$ cat config.mk
export PLATFORM = sky130hd
export DESIGN_NAME = uart_tx_word_framer_flat
export DESIGN_NICKNAME = d
export VERILOG_FILES = /design/src/rtl/uart_tx_word_framer_if.sv /design/src/rtl/uart_tx_word_framer.sv /design/src/flat_wrapper.sv
export SDC_FILE = /design/constraint.sdc
export NUM_CORES = 1
export LEC_CHECK = 0
export ABC_AREA = 1
export CELL_PAD_IN_SITES_DETAIL_PLACEMENT = 0
export CELL_PAD_IN_SITES_GLOBAL_PLACEMENT = 2
export CORE_ASPECT_RATIO = 1.4
export CORE_MARGIN = 2
export CORE_UTILIZATION = 31
export DETAILED_ROUTE_END_ITERATION = 10
export HOLD_SLACK_MARGIN = 0.05
export MAX_ROUTING_LAYER = met4
export PLACE_DENSITY = 0.77
export SETUP_SLACK_MARGIN = 0.02
export SYNTH_ARGS = -nofsm -noshare
export SYNTH_HDL_FRONTEND = slang
export SYNTH_SLANG_ARGS = --single-unit
$ cat constraint.sdc
create_clock -name clk -period 2.4 [get_ports clk]
set_input_delay 0.48 -clock clk [delete_from_list [all_inputs] [get_ports clk]]
set_output_delay 0.48 -clock clk [all_outputs]
set_load 0.005 [all_outputs]
$ cat src/rtl/uart_tx_word_framer_if.sv
// Word handshake between a result producer and the UART word framer.
// The producer holds word_in/word_valid until word_ready is seen high at a clock edge.
interface uart_tx_word_framer_if #(
  parameter int WORD_WIDTH = 16
);
  logic [WORD_WIDTH-1:0] word_in;
  logic                  word_valid;
  logic                  word_ready;

  modport master (
    output word_in,
    output word_valid,
    input  word_ready
  );

  modport slave (
    input  word_in,
    input  word_valid,
    output word_ready
  );
endinterface

$ cat src/rtl/uart_tx_word_framer.sv
// UART word framer: turns each accepted word into a byte frame
//   HEADER_BYTE, payload bytes MSB-first, XOR checksum of the payload
// and hands the bytes to the UART transmit core through a toggle-style start.
// A new word is taken only while the core reports idle, so the core FIFO
// never holds more than one frame.
module uart_tx_word_framer #(
  parameter int         WORD_WIDTH    = 16,
  parameter logic [7:0] HEADER_BYTE   = 8'hAA,
  parameter int         BYTE_GAP      = 2,
  parameter int         SETTLE_CYCLES = 4
) (
  input  logic                  clk,
  input  logic                  reset,
  uart_tx_word_framer_if.slave  word_bus,
  output logic [7:0]            tx_data,
  output logic                  tx_start,
  input  logic                  tx_busy,
  output logic                  busy,
  output logic [15:0]           frame_count
);

  localparam int NB        = WORD_WIDTH / 8;
  localparam int FRAME_LEN = NB + 2;
  localparam int IDX_W     = $clog2(FRAME_LEN + 1);

  typedef enum logic [1:0] {
    IDLE   = 2'd0,
    EMIT   = 2'd1,
    GAP    = 2'd2,
    SETTLE = 2'd3
  } state_t;

  state_t                state_r;
  logic [WORD_WIDTH-1:0] word_r;
  logic [IDX_W-1:0]      idx_r;
  logic [7:0]            csum_r;
  logic [7:0]            tx_data_r;
  logic                  tx_start_r;
  logic                  busy_r;
  logic [15:0]           cnt_r;
  logic [15:0]           frame_count_r;

  logic                  word_ready_s;
  logic                  accept_s;
  logic [WORD_WIDTH-1:0] shifted_s;
  logic [7:0]            byte_s;
  logic                  payload_s;

  // One step of the frame checksum: bytewise XOR
  function automatic logic [7:0] csum_step(input logic [7:0] acc, input logic [7:0] data);
    return acc ^ data;
  endfunction

  // Ready only when idle and the core has drained; forced low while in reset
  always_comb begin
    if (reset) begin
      word_ready_s = 1'b0;
    end else begin
      word_ready_s = (state_r == IDLE) && !tx_busy;
    end
  end

  assign word_bus.word_ready = word_ready_s;
  assign accept_s            = word_bus.word_valid && word_ready_s;

  // Select the byte for the current frame index (header, payload MSB-first, checksum)
  always_comb begin
    shifted_s = word_r << {idx_r - {{(IDX_W-1){1'b0}}, 1'b1}, 3'b000};
    byte_s    = 8'h00;
    payload_s = 1'b0;
    if (idx_r == IDX_W'(0)) begin
      byte_s = HEADER_BYTE;
    end else if (idx_r == IDX_W'(NB + 1)) begin
      byte_s = csum_r;
    end else begin
      byte_s    = shifted_s[WORD_WIDTH-1 -: 8];
      payload_s = 1'b1;
    end
  end

  // Frame sequencer: capture, emit one byte per BYTE_GAP cycles, settle, return to idle
  always_ff @(posedge clk) begin
    if (reset) begin
      state_r       <= IDLE;
      word_r        <= {WORD_WIDTH{1'b0}};
      idx_r         <= {IDX_W{1'b0}};
      csum_r        <= 8'h00;
      tx_data_r     <= 8'h00;
      tx_start_r    <= 1'b0;
      busy_r        <= 1'b0;
      cnt_r         <= 16'd0;
      frame_count_r <= 16'd0;
    end else begin
      case (state_r)
        IDLE: begin
          if (accept_s) begin
            word_r  <= word_bus.word_in;
            idx_r   <= {IDX_W{1'b0}};
            csum_r  <= 8'h00;
            busy_r  <= 1'b1;
            state_r <= EMIT;
          end
        end
        EMIT: begin
          tx_data_r  <= byte_s;
          tx_start_r <= ~tx_start_r;
          if (payload_s) begin
            csum_r <= csum_step(csum_r, byte_s);
          end
          idx_r   <= idx_r + {{(IDX_W-1){1'b0}}, 1'b1};
          cnt_r   <= 16'(BYTE_GAP - 2);
          state_r <= GAP;
        end
        GAP: begin
          if (cnt_r == 16'd0) begin
            if (idx_r < IDX_W'(FRAME_LEN)) begin
              state_r <= EMIT;
            end else begin
              cnt_r         <= 16'(SETTLE_CYCLES - 1);
              frame_count_r <= frame_count_r + 16'd1;
              state_r       <= SETTLE;
            end
          end else begin
            cnt_r <= cnt_r - 16'd1;
          end
        end
        SETTLE: begin
          // Gives the core time to raise tx_busy for the bytes just queued
          if (cnt_r == 16'd0) begin
            busy_r  <= 1'b0;
            state_r <= IDLE;
          end else begin
            cnt_r <= cnt_r - 16'd1;
          end
        end
        default: begin
          busy_r  <= 1'b0;
          state_r <= IDLE;
        end
      endcase
    end
  end

  assign tx_data     = tx_data_r;
  assign tx_start    = tx_start_r;
  assign busy        = busy_r;
  assign frame_count = frame_count_r;

endmodule

$ cat src/flat_wrapper.sv
// flat-port wrapper written by rule: the top's interface ports become plain ports
module uart_tx_word_framer_flat 
#(
  parameter int         WORD_WIDTH    = 16,
  parameter logic [7:0] HEADER_BYTE   = 8'hAA,
  parameter int         BYTE_GAP      = 2,
  parameter int         SETTLE_CYCLES = 4
)
  (clk, reset, tx_data, tx_start, tx_busy, busy, frame_count, word_bus_word_in, word_bus_word_valid, word_bus_word_ready);
  uart_tx_word_framer_if #(.WORD_WIDTH(WORD_WIDTH)) word_bus_i ();
  input  logic clk;
  input  logic reset;
  output logic [7:0] tx_data;
  output logic tx_start;
  input  logic tx_busy;
  output logic busy;
  output logic [15:0] frame_count;
  input wire logic [$bits(word_bus_i.word_in)-1:0] word_bus_word_in;
  input wire logic [$bits(word_bus_i.word_valid)-1:0] word_bus_word_valid;
  output wire logic [$bits(word_bus_i.word_ready)-1:0] word_bus_word_ready;
  assign word_bus_i.word_in = word_bus_word_in;
  assign word_bus_i.word_valid = word_bus_word_valid;
  assign word_bus_word_ready = word_bus_i.word_ready;
  uart_tx_word_framer #(.WORD_WIDTH(WORD_WIDTH), .HEADER_BYTE(HEADER_BYTE), .BYTE_GAP(BYTE_GAP), .SETTLE_CYCLES(SETTLE_CYCLES)) u_core (.clk(clk), .reset(reset), .word_bus(word_bus_i), .tx_data(tx_data), .tx_start(tx_start), .tx_busy(tx_busy), .busy(busy), .frame_count(frame_count));
endmodule
Word-level counts from Yosys, hierarchy flattened:

Cells that the tools add are included.

* register bits: 71
* logic and storage cells: 66
* bits of input ports: 20
* output and inout bits: 27

* equal/unequal tests: 10
* shift operators: 1
* bitwise operators: 3
* mux-type cells: 22
* $lt $le $gt $ge: 1
* reduce and logical (&&, ||, !) cells: 16
* add/subtract/negate cells: 4

Operators by type and width (count)
* 16-bit two-way mux: 3
* 16-bit one-hot mux with 3 select lines: 1
* 8-bit two-way mux: 4
* 16-bit by 1-bit adder with 16-bit output (second input constant): 1
* 16-bit zero test: 1
* 8-bit one-hot mux with 2 select lines: 1
* 16-bit by 6-bit left shift with 16-bit output: 1
* 16-bit by 1-bit subtractor with 16-bit output (second input constant): 1
* 3-bit AND reduction: 5
* 2-bit two-way mux: 4
* 2-bit by 1-bit != test with 1-bit output (second input constant): 4
* 2-bit one-hot mux with 4 select lines: 1
* 8-bit XOR: 1
* 3-bit one-hot mux with 2 select lines: 1
* 1-bit two-way mux: 5
* 2-bit equality test (second input constant): 2
* 2-bit AND reduction: 2
* 2-bit nonzero test: 2
* 3-bit by 1-bit adder with 3-bit output (second input constant): 1
* 3-bit by 2-bit equality test with 1-bit output (second input constant): 1
* 3-bit zero test: 1
* 3-bit less-than comparator (second input constant): 1
* 3-bit two-way mux: 1
* 3-bit != test (second input constant): 1
* other kinds (9): 11

Longest topological paths before layout:

* depth after elaboration: 7
* depth in mapped cells: 12

Worst setup path before layout:

No wires, ideal clock.

* path type: reg-to-reg
* start: register u_core.idx_r[0]
* end: register u_core.csum_r[6]
* arrival: 1.586 ns
* stages on the path, launching flop included: 10
* path buffers: 0
* slack: 0.686 ns
* period minus slack after synthesis: 1.714 ns
* path through: dfxtp_1 clkinv_1 ha_1 inv_1 nor2_1 nand3_1 nand2_1 nand2_1 o21ai_0 a21oi_1

* cells in the longest elaborated chain, start to end: 7

Ends and longest elaborated chain
* start: declaration: RTL line uart_tx_word_framer.sv:35 `logic [IDX_W-1:0] idx_r;`
* start signal: assignment: RTL line uart_tx_word_framer.sv:86 `idx_r <= {IDX_W{1'b0}};`
* start signal: assignment: RTL line uart_tx_word_framer.sv:98 `idx_r <= {IDX_W{1'b0}};`
* start signal: assignment: RTL line uart_tx_word_framer.sv:110 `idx_r <= idx_r + {{(IDX_W-1){1'b0}}, 1'b1};`
* 3-bit by 1-bit subtractor with 3-bit output: RTL line uart_tx_word_framer.sv:68 `shifted_s = word_r << {idx_r - {{(IDX_W-1){1'b0}}, 1'b1}, 3'b000};`
* 16-bit by 6-bit left shift with 16-bit output: RTL line uart_tx_word_framer.sv:68
* 8-bit two-way mux: RTL line uart_tx_word_framer.sv:73 `end else if (idx_r == IDX_W'(NB + 1)) begin`
* 8-bit two-way mux: RTL line uart_tx_word_framer.sv:71 `if (idx_r == IDX_W'(0)) begin`
* 8-bit XOR: RTL line uart_tx_word_framer.sv:51 `return acc ^ data;`
* 8-bit two-way mux: RTL line uart_tx_word_framer.sv:107 `if (payload_s) begin`
* 8-bit one-hot mux with 2 select lines: RTL line uart_tx_word_framer.sv:94 `case (state_r)`
* end signal: assignment: RTL line uart_tx_word_framer.sv:108 `csum_r <= csum_step(csum_r, byte_s);`
* end: declaration: RTL line uart_tx_word_framer.sv:36 `logic [7:0] csum_r;`

Parallel ways exist; a longest one is shown, timed or not. The select of a mux whose other input is x is not followed.
A chain may end at the register's enable or synchronous reset.

Worst setup path after layout:

* start: register u_core.state_r[0]
* end: output port word_bus_word_ready

* cells in the longest elaborated chain, start to end: 3

Ends and longest elaborated chain
* start: declaration: RTL line uart_tx_word_framer.sv:33 `state_t state_r;`
* start signal: assignment: RTL line uart_tx_word_framer.sv:84 `state_r <= IDLE;`
* start signal: assignment: RTL line uart_tx_word_framer.sv:101 `state_r <= EMIT;`
* start signal: assignment: RTL line uart_tx_word_framer.sv:112 `state_r <= GAP;`
* 2-bit zero test: RTL line uart_tx_word_framer.sv:59 `word_ready_s = (state_r == IDLE) && !tx_busy;`
* 1-bit logical AND: RTL line uart_tx_word_framer.sv:59
* 1-bit two-way mux: RTL line uart_tx_word_framer.sv:56 `if (reset) begin`
* end: declaration: RTL line flat_wrapper.sv:20 `output wire logic [$bits(word_bus_i.word_ready)-1:0] word_bus_word_ready;`

No other way between the ends.

==> metrics <==
post-synth top area cell=dfxtp_1; post-synth top area share=0.355; Min-Delay Startpoint=u_core.csum_r[1]; final period utilization=0.944; Reg clk slew, reported paths=0.06 ns; HPWL Detailed=7990 µm; Via Count=3,882; Pwr Density=1220 nW/µm²; port bufs=46; WL final=10,800 µm; total track usage=0.166; Worst-Margin Slew=0.649 ns; critical setup path kind=reg -> out; Sequential Area=1420 µm²; CTS tree=built; area delta synth->final=24.5%; area fraction in compound gates after synthesis=0.112; Max Used Layer=met4; total of warnings raised by yosys=0; # DRC=0; CTS buffer count=9; Worst Hold Slack=0.467 ns; largest family of logic cells by synthesized area=simple AND/OR/NAND/NOR gates; # diodes=0; WL per Instance=13.1 µm; Root Driver=clkbuf_16; Synth Area in Adders=0.0375; multi-input logic area=2240 µm²; ANT nets after route=0; Critical Path AT=1.79 ns; top post-synthesis cells by area=dfxtp_1 35%, nand2_1 15%, nor2_1 10%; vias in the first global route=3,651; Fillers=1,395; Die Ht=139 µm; CP Max Fanout=4; post-synthesis cell area=4010 µm²; gr ovfl total=0; simple-gate share of the synthesized area=0.393; RR Startpoint=u_core.idx_r[0]; crit path from=u_core.state_r[0]; worst hold path class=reg -> reg; share of layout cells above drive strength 1=0.0715; Leak=2.18 nW; number of max-cap violations=0; chip width=100 µm; total power=6.09 mW; Starting Density=0.314; FMAX=441 MHz; DR pass1 iterations=4; routability cong.=0.782; highest-count cells in the layout ignoring fill and taps=163 x nand2_1, 108 x nor2_1, 71 x dfxtp_1; # IOs=47; initial antenna violation count=0; post-synthesis xor/xnor area fraction=0.0153; first-pass GRT wire length=17,900 µm; met3 WL post-DR=245 µm; WL met1=4670 µm; Post-CTS Hold Fix Bufs=0; Setup crit end kind=primary output; clk buf depth=2; Final setup viols=0; syn nets=650; largest net degree at the start of global routing=34; Synth cell types=37; startpoint types=flip-flop; Clock Sinks=71; Setup Skew=0.00686 ns; unrepaired setup endpoints after global routing=no; sequential area share after synthesis=0.355; fin nets=698; Max Slew Vio Count=0; mux cell area share after synthesis=0; leading cell type in the layout, fill and taps excluded=nand2_1; setup tns final=0 ns; Slew HR=0.564; status=complete, no violations; Max IR drop VDD=0.000401 V; Final Hold Fails=0; data required time of the worst path=1.92 ns; Avg Inst Size Synth=6.48 µm²; routed wl met2=5680 µm; Syn Inst Count=618; worst skew pair latency=0.33 ns; Tmin final=2.27 ns; detailed router's first-iteration violation count=115; die footprint=13,900 µm²; Core ar.=12,800 µm²; vias per cell=4.71; CTS HTree Levels=3; FF+latch count, synth=71; Core Rows=49
Yosys cell counts:
| library cell | n |
|---|---|
| nand3_1 | 45 |
| buf_2 | 7 |
| inv_4 | 1 |
| nor2_4 | 4 |
| and2_1 | 1 |
| o21ai_1 | 1 |
| nor2_2 | 4 |
| buf_4 | 1 |
| nor2_1 | 108 |
| nand2_1 | 163 |
| clkinv_1 | 2 |
| inv_1 | 65 |
| a31oi_1 | 2 |
| nand3b_1 | 1 |
| dfxtp_1 | 71 |
| inv_2 | 3 |
| nand2_4 | 3 |
| ha_1 | 12 |
| nor2_8 | 2 |
| o21ai_2 | 1 |
| nand3_4 | 1 |
| xnor2_1 | 1 |
| o21ai_0 | 31 |
| nor3_1 | 6 |
| buf_6 | 1 |
| o21bai_1 | 4 |
| o21a_1 | 1 |
| a21oi_2 | 1 |
| nand2_2 | 3 |
| nand4_1 | 16 |
| a211oi_1 | 1 |
| a21oi_1 | 35 |
| buf_1 | 2 |
| o211ai_1 | 5 |
| clkbuf_1 | 6 |
| xor2_1 | 6 |
| or2_2 | 1 |
report_power, final:
group | total (mW) | switching (mW) | leakage, nW | internal [mW]
Sequential | 1.58 | 0.178 | 0.577 | 1.40
Clock | 1.58 | 0.530 | 0.170 | 1.05
Combinational | 2.93 | 1.91 | 1.43 | 1.02
Total | 6.09 | 2.62 | 2.18 | 3.47
metal layers:
layer,vias to the layer above,track usage
li1,2076,-
met1,1754,0.189
met2,43,0.293
met3,9,0.0263
met4,0,0.0562
met5,-,-
cell families (layout without fill, tap and decap cells):
logic type | after synthesis | after routing
buffers and inverters | 88 | 141
adder cells (fa/ha/maj) | 12 | 12
XOR/XNOR | 7 | 7
AND/OR/NAND/NOR | 358 | 358
AO/OA/AOI/OAI | 82 | 82
flip-flops | 71 | 71
cell type report:
class,instances,share of cell area
multi-input cells,459,0.449
flip-flops and latches,71,0.285
repair buffers,54,0.104
inverters,71,0.0540
clock buffers,11,0.0487
well taps,153,0.0384
clock inverters,5,0.0208
critical path, cell delays in order (launching register included):
cell             delay [ns]
dfxtp_1                0.34
inv_1                  0.14
ha_1                   0.19
inv_1                  0.08
nor3_2                 0.16
clkdlybuf4s50_1        0.54
sequential cells by signal (all words and copies together) (netlist names):
signal / flops
u_core.csum_r: 8
u_core.state_r: 2
u_core.tx_start: 1
u_core.idx_r: 3
u_core.frame_count: 16
u_core.cnt_r: 16
u_core.busy: 1
u_core.tx_data: 8
u_core.word_r: 16
path summary, 6_finish.rpt:
check                         to  slack [ns]  cells after the start
min reg2reg     u_core.csum_r[1]        0.47                      2
max          word_bus_word_ready        0.13                      5
min             u_core.csum_r[1]        0.47                      2
max reg2reg     u_core.csum_r[7]        0.40                      9
metrics by stage:
step	setup WS [ns]	util	cell area, µm²	std cells
3_5_place_dp	0.0731	0.363	4630	808
2_1_floorplan	0.686	-	4010	618
3_3_place_gp	0.0388	0.363	4630	808
5_1_grt	0.0327	0.391	4990	824
4_1_cts	0.0223	0.391	4980	824
6_report	0.134	0.391	4990	824
timing repair:
item | CTS | global route
setup endpoints to repair | 0 | 1
setup buffers | 0 | 0
resized for setup | 0 | 1
Power figures use the tool's default switching activity.
